### config.mk
export PLATFORM = sky130hd
export DESIGN_NAME = overture_io_port
export DESIGN_NICKNAME = d
export VERILOG_FILES = /design/src/rtl/overture_pkg.sv /design/src/rtl/overture_io_fifo.sv /design/src/rtl/overture_io_port.sv
export SDC_FILE = /design/constraint.sdc
export NUM_CORES = 1
export LEC_CHECK = 0
export BUFFER_PORTS_ARGS = -buffer_cell sky130_fd_sc_hd__buf_4
export CORE_MARGIN = 2
export CORE_UTILIZATION = 45
export CTS_CLUSTER_SIZE = 10
export DETAILED_ROUTE_END_ITERATION = 10
export GPL_ROUTABILITY_DRIVEN = 1
export PLACE_DENSITY = 0.66
export SLEW_MARGIN = 30
export SYNTH_ARGS = -nofsm -noshare
export SYNTH_HDL_FRONTEND = slang
export SYNTH_SLANG_ARGS = --single-unit
### constraint.sdc
create_clock -name clk -period 1.7 [get_ports clk]
set_input_delay 0.425 -clock clk [delete_from_list [all_inputs] [get_ports clk]]
set_output_delay 0.425 -clock clk [all_outputs]
set_load 0.02 [all_outputs]
### src/rtl/overture_pkg.sv
// overture_pkg: opcode/register constants and I/O decode helpers for the Overture CPU port
package overture_pkg;
  localparam logic [1:0] OPC_COPY = 2'b10;
  localparam logic [2:0] REG_IO = 3'd6;
  function automatic logic is_rd_io(input logic [7:0] instr);
    return instr[7:6] == OPC_COPY && instr[5:3] == REG_IO;
  endfunction
  function automatic logic is_wr_io(input logic [7:0] instr);
    return instr[7:6] == OPC_COPY && instr[2:0] == REG_IO;
  endfunction
endpackage

### src/rtl/overture_io_fifo.sv
// overture_io_fifo: circular-buffer FIFO with valid/ready on both sides and occupancy count
module overture_io_fifo #(
  parameter int DEPTH = 8,
  parameter int WIDTH = 8
) (
  input  logic                    clk,
  input  logic                    reset_n,
  input  logic                    in_valid,
  output logic                    in_ready,
  input  logic [WIDTH-1:0]        in_data,
  output logic                    out_valid,
  input  logic                    out_ready,
  output logic [WIDTH-1:0]        out_data,
  output logic [$clog2(DEPTH):0]  count
);
  localparam int AW = $clog2(DEPTH);
  logic [WIDTH-1:0] mem [DEPTH];
  logic [AW-1:0] wr_ptr, rd_ptr;
  logic push, pop;
  assign in_ready = count != (AW+1)'(DEPTH);
  assign out_valid = count != '0;
  assign out_data = mem[rd_ptr];
  assign push = in_valid && in_ready;
  assign pop = out_valid && out_ready;
  always_ff @(posedge clk)
    if (push) mem[wr_ptr] <= in_data;
  always_ff @(posedge clk or negedge reset_n)
    if (!reset_n) begin
      wr_ptr <= '0;
      rd_ptr <= '0;
      count <= '0;
    end else begin
      if (push) wr_ptr <= wr_ptr + AW'(1);
      if (pop) rd_ptr <= rd_ptr + AW'(1);
      count <= count + (AW+1)'(push) - (AW+1)'(pop);
    end
endmodule

### src/rtl/overture_io_port.sv
// overture_io_port: host<->CPU byte port; decodes I/O-register copies, stalls the CPU on
// empty input / full output, and buffers both directions in FIFOs.
module overture_io_port
  import overture_pkg::*;
#(
  parameter int DEPTH = 8
) (
  input  logic                    clk,
  input  logic                    reset_n,
  input  logic                    run_req,
  output logic                    run,
  input  logic [7:0]              instr,
  input  logic [7:0]              cpu_out,
  output logic [7:0]              cpu_in,
  input  logic                    host_in_valid,
  output logic                    host_in_ready,
  input  logic [7:0]              host_in_data,
  output logic                    host_out_valid,
  input  logic                    host_out_ready,
  output logic [7:0]              host_out_data,
  output logic [$clog2(DEPTH):0]  in_count,
  output logic [$clog2(DEPTH):0]  out_count
);
  localparam int CW = $clog2(DEPTH) + 1;
  logic [1:0] rst_sync;
  logic rst_int_n, rd_io, wr_io, stall, in_head_valid, out_push_ok, wr_pend;
  logic [7:0] in_head;
  // Reset asserts asynchronously but releases two edges later
  always_ff @(posedge clk or negedge reset_n)
    if (!reset_n) rst_sync <= 2'b00;
    else rst_sync <= {rst_sync[0], 1'b1};
  assign rst_int_n = rst_sync[1];
  assign rd_io = is_rd_io(instr);
  assign wr_io = is_wr_io(instr);
  // A pending capture already owns an output slot, so count it against capacity
  assign stall = (rd_io && !in_head_valid) || (wr_io && (out_count + CW'(wr_pend)) >= CW'(DEPTH));
  assign run = run_req && !stall && rst_int_n;
  assign cpu_in = in_head_valid ? in_head : 8'h00;
  // The CPU presents out_port one edge after the write issues
  always_ff @(posedge clk or negedge rst_int_n)
    if (!rst_int_n) wr_pend <= 1'b0;
    else wr_pend <= run && wr_io;
  overture_io_fifo #(.DEPTH(DEPTH), .WIDTH(8)) u_in_fifo (
    .clk       (clk),
    .reset_n   (rst_int_n),
    .in_valid  (host_in_valid),
    .in_ready  (host_in_ready),
    .in_data   (host_in_data),
    .out_valid (in_head_valid),
    .out_ready (run && rd_io),
    .out_data  (in_head),
    .count     (in_count)
  );
  overture_io_fifo #(.DEPTH(DEPTH), .WIDTH(8)) u_out_fifo (
    .clk       (clk),
    .reset_n   (rst_int_n),
    .in_valid  (wr_pend && out_push_ok),
    .in_ready  (out_push_ok),
    .in_data   (cpu_out),
    .out_valid (host_out_valid),
    .out_ready (host_out_ready),
    .out_data  (host_out_data),
    .count     (out_count)
  );
endmodule

==> run summary <==
FINAL LAYOUT
--------------------------------------------------------------------------------------------------
Signed area change from the synthesized netlist to the final layout                          41.1%
Share of layout cells above drive strength 1                                                 0.597
Final Instance Area                                                                       8850 µm²
Antenna Cells                                                                                    0
Post-layout nets                                                                               515

TIMING
--------------------------------------------------------------------------------------------------
Worst-case clock skew                                                                   0.00654 ns
Headroom to the max-slew limit                                                               0.567
Final min period                                                                           2.40 ns
Tcrit/Tclk final                                                                              1.41
Final number of hold-violating endpoints                                                         0
Final count of pins violating max slew                                                           0
Number of setup violations in the final report                                                 162
Max Clock Freq                                                                           0.416 GHz
Worst Setup Slack, final                                                                 -0.703 ns
RSZ-0062 raised after global routing                                                           yes
Transition at the pin with the smallest max-transition slack                              0.650 ns

CLOCK TREE
--------------------------------------------------------------------------------------------------
Clock Root Buffer                                                                     sky130_fd_sc_hd__clkbuf_16
Clock Sinks                                                                                    151
Clock buffer count from CTS                                                                     17
Buffer depth of the longest clock path                                                           2
Clock transition time at the flip-flop clock pins of the worst setup and hold paths        0.06 ns
H-tree Lvls                                                                                      4
Clock tree from TritonCTS                                                                    built
Clock insertion delay at the later pin of the skew report                                  0.42 ns

SYNTH
--------------------------------------------------------------------------------------------------
Number of instances in the synthesized netlist                                                 325
Fraction of the yosys area taken by sequential cells                                         0.705
Distinct cell type count of the synthesized netlist                                             38
Post-Synthesis Cell Area                                                                  6270 µm²
Count of warnings emitted by yosys                                                               0
Synthesized net count                                                                          374
Synth Area per Inst                                                                       19.3 µm²
#FFs+latches synth                                                                             151

GLOBAL ROUTING
--------------------------------------------------------------------------------------------------
Global routing usage summed across all routing layers                                        0.179
Vias in the first global route                                                                3703
Number of antenna violations at the first check in global routing                                0
Global-route wire length before repair                                                     19.3 mm
Pin count of the biggest net entering global routing                                            24
Global route total overflow                                                                      0

CRITICAL PATH
--------------------------------------------------------------------------------------------------
Cell mode on critical path                                                            sky130_fd_sc_hd__ha_2
Critical path startpoint category                                                         register
Bufs and invs on worst path                                                                      1
Critical path cell sequence                                                           ha_2 > and3b_1 > o211ai_1 > nor4b_4 > ha_2 > inv_2 > ha_4 > fa_2
CP max stage delay                                                                         0.42 ns
Cell type group with the largest total delay on the critical path                      adder cells
Critical Path Slowest Stage Cell                                                      sky130_fd_sc_hd__fa_2
Type of the worst setup path                                                               reg2reg
Critical path arrival                                                                      2.70 ns
Flop-to-flop setup slack                                                                  -0.70 ns
Crit end category                                                                         register
Worst endpoint required time                                                               2.00 ns
CP max FO                                                                                        3

POWER
--------------------------------------------------------------------------------------------------
VDD IR max                                                                                0.822 mV
Total power draw                                                                           13.6 mW
Cell area power density                                                                1530 nW/µm²
Static leakage                                                                             3.25 nW

STATUS
--------------------------------------------------------------------------------------------------
Violated checks                                                                       setup timing
Result of the run                                                                     complete, but fails checks

FLOORPLAN
--------------------------------------------------------------------------------------------------
Floorplan die height                                                                        122 µm
Floorplan row count                                                                             43
Std-Cell Core Area                                                                       13700 µm²
Area enclosed by the die boundary                                                        14900 µm²
Number of placed I/O pins                                                                       56
Overall die width                                                                           122 µm
Starting utilization of the core area                                                        0.457

DRT
--------------------------------------------------------------------------------------------------
Routed Wire Length                                                                         12.3 mm
Routed Antenna Nets                                                                              0
Router iterations before antenna repair                                                          4
Wire length per cell                                                                       18.7 µm
Remaining design rule violation count                                                            0
Starting DRC count in detailed routing                                                         192
DR vias                                                                                       3382
DR vias/cell                                                                                  5.13

PLACEMENT
--------------------------------------------------------------------------------------------------
Pre-CTS setup slack                                                                      -0.683 ns
Instance area after placement                                                             7650 µm²
Sum of net half-perimeters after detailed placement                                        7.70 mm
Routability congestion estimate                                                              0.760
Number of port buffers                                                                          55

FLOW RUN
--------------------------------------------------------------------------------------------------
Max capacitance violation total                                                                  0

WORST HOLD PATH
--------------------------------------------------------------------------------------------------
Hold crit path type                                                                         in2reg

-- cells by family (layout without fill, tap and decap cells) --
| kind of cell | Yosys count | after routing | share of synthesized area |
|---|---|---|---|
| AOI/OAI and AO/OA | 7 | 7 | 0.00758 |
| xor gates and xnor gates | 12 | 12 | 0.0168 |
| adders and majority gates | 20 | 20 | 0.0423 |
| buffers and inverters | 27 | 181 | 0.0219 |
| DFF | 151 | 151 | 0.705 |
| muxes | 52 | 52 | 0.159 |
| other | 1 | 1 | 0.000598 |
| and+or+nand+nor | 55 | 55 | 0.0473 |
-- cells in the mapped netlist --
master,count,share of area
sky130_fd_sc_hd__edfxtp_1,128,0.61
sky130_fd_sc_hd__dfrtp_1,23,0.092
sky130_fd_sc_hd__nor2_1,22,0.013
sky130_fd_sc_hd__ha_1,18,0.036
sky130_fd_sc_hd__mux4_1,16,0.067
sky130_fd_sc_hd__mux4_2,16,0.057
sky130_fd_sc_hd__inv_1,15,0.0090
sky130_fd_sc_hd__mux2_2,11,0.020
sky130_fd_sc_hd__nand2_1,10,0.0060
sky130_fd_sc_hd__mux2i_1,8,0.013
sky130_fd_sc_hd__xor2_1,7,0.0098
sky130_fd_sc_hd__nand2b_1,6,0.0060
sky130_fd_sc_hd__xnor2_1,5,0.0070
sky130_fd_sc_hd__buf_2,4,0.0032
sky130_fd_sc_hd__nor3_1,4,0.0032
sky130_fd_sc_hd__clkbuf_1,3,0.0018
sky130_fd_sc_hd__nand3_1,3,0.0024
sky130_fd_sc_hd__a21o_1,2,0.0024
sky130_fd_sc_hd__a21oi_1,2,0.0016
sky130_fd_sc_hd__and4bb_2,2,0.0040
sky130_fd_sc_hd__buf_4,2,0.0024
sky130_fd_sc_hd__fa_1,2,0.0064
sky130_fd_sc_hd__a21boi_0,1,0.0012
sky130_fd_sc_hd__a21boi_1,1,0.0012
sky130_fd_sc_hd__and2_1,1,0.0010
sky130_fd_sc_hd__and3_1,1,0.0010
sky130_fd_sc_hd__and3b_1,1,0.0014
sky130_fd_sc_hd__buf_1,1,0.00060
sky130_fd_sc_hd__buf_12,1,0.0032
sky130_fd_sc_hd__buf_6,1,0.0018
sky130_fd_sc_hd__conb_1,1,0.00060
sky130_fd_sc_hd__mux2_1,1,0.0018
sky130_fd_sc_hd__nor2b_1,1,0.0010
sky130_fd_sc_hd__nor4b_1,1,0.0014
sky130_fd_sc_hd__nor4b_4,1,0.0038
sky130_fd_sc_hd__nor4bb_1,1,0.0016
sky130_fd_sc_hd__o211ai_1,1,0.0012
sky130_fd_sc_hd__or3b_1,1,0.0014
-- per-stage QoR --
| stage | setup TNS [ns] | std cells | hold slack [ns] | util |
|---|---|---|---|---|
| floorplan | -26.60 | 325 | 0.129 | - |
| detailed placement | -39.99 | 604 | 0.211 | 0.558 |
| global placement | -36.29 | 604 | 0.208 | 0.558 |
| global route | -45.49 | 659 | 0.226 | 0.645 |
| CTS | -40.63 | 657 | 0.221 | 0.632 |
| finish | -34.82 | 659 | 0.234 | 0.645 |
-- power by group --
group,leakage (nW),switching [mW],internal (mW)
sequential,1.43,0.397,4.49
combinational,1.57,2.30,2.97
clock,0.251,1.52,1.89
total,3.25,4.22,9.36
-- path summary, 6_finish.rpt --
| check | endpoint | cells past startpoint | start |
|---|---|---|---|
| max in group asynchronous | u_out_fifo.rd_ptr[0]$_DFFE_PN0P_ | 1 | rst_sync[1]$_DFF_PN0_ |
| min reg2reg | u_in_fifo.count[2]$_DFF_PN0_ | 1 | rst_sync[1]$_DFF_PN0_ |
| min | u_in_fifo.mem[6][0]$_DFFE_PP_ | 1 | host_in_data[0] |
| max reg2reg | u_in_fifo.count[1]$_DFF_PN0_ | 8 | u_out_fifo.count[0]$_DFF_PN0_ |
| min in group asynchronous | u_in_fifo.count[2]$_DFF_PN0_ | 1 | rst_sync[1]$_DFF_PN0_ |
| max | u_in_fifo.count[1]$_DFF_PN0_ | 8 | u_out_fifo.count[0]$_DFF_PN0_ |
-- layer usage --
metal	vias to the layer above	global-route usage	wire, µm
met5	-	0	0
met3	23	0.0454	501
met4	0	0.0647	274
met2	76	0.324	6700
met1	1737	0.205	4860
li1	1546	-	-
-- layout make-up --
class / instances / area [µm²]
clock buffer: 18 / 429
multi-input combinational: 147 / 2130
inverter: 15 / 63.8
tap: 180 / 225
sequential: 151 / 4430
fill: 946 / 4870
timing repair buffer: 134 / 1460
clock inverter: 14 / 116
-- repair_timing --
| action | in CTS | in global routing |
|---|---|---|
| gates cloned | 1 | 1 |
| pin swaps | 16 | 22 |
| hold endpoints to repair | 2 | 0 |
| resized for setup | 83 | 35 |
| hold buffers | 1 | 0 |
| endpoints found under the setup margin | 160 | 166 |
| buffers inserted | 19 | 14 |
-- cell usage in the layout (no fill, tap or decap), types with 4 or more instances in the layout --
cell type and n:
sky130_fd_sc_hd__mux4_2 32, sky130_fd_sc_hd__edfxtp_1 128, sky130_fd_sc_hd__nand2_4 4, sky130_fd_sc_hd__xor2_1 6, sky130_fd_sc_hd__mux2i_1 7, sky130_fd_sc_hd__nor3_4 4
sky130_fd_sc_hd__dfrtp_2 8, sky130_fd_sc_hd__nand2_1 5, sky130_fd_sc_hd__nand2b_1 4, sky130_fd_sc_hd__clkbuf_16 18, sky130_fd_sc_hd__ha_1 7, sky130_fd_sc_hd__clkinvlp_4 5
sky130_fd_sc_hd__dfrtp_1 15, sky130_fd_sc_hd__buf_12 19, sky130_fd_sc_hd__ha_4 9, sky130_fd_sc_hd__buf_4 66, sky130_fd_sc_hd__nor2_4 13, sky130_fd_sc_hd__buf_6 46
sky130_fd_sc_hd__inv_2 6, sky130_fd_sc_hd__mux2_4 11, sky130_fd_sc_hd__inv_1 6, sky130_fd_sc_hd__nor2_2 9
-- sequential cells by signal (all words and copies together), names as in the netlist --
| register | flops |
|---|---|
| u_out_fifo.mem | 64 |
| u_in_fifo.rd_ptr | 3 |
| u_in_fifo.mem | 64 |
| u_in_fifo.count | 4 |
| wr_pend | 1 |
| u_in_fifo.wr_ptr | 3 |
| u_out_fifo.count | 4 |
| rst_sync | 2 |
| u_out_fifo.rd_ptr | 3 |
| u_out_fifo.wr_ptr | 3 |
Note: power is estimated with default switching activity, not from simulation.
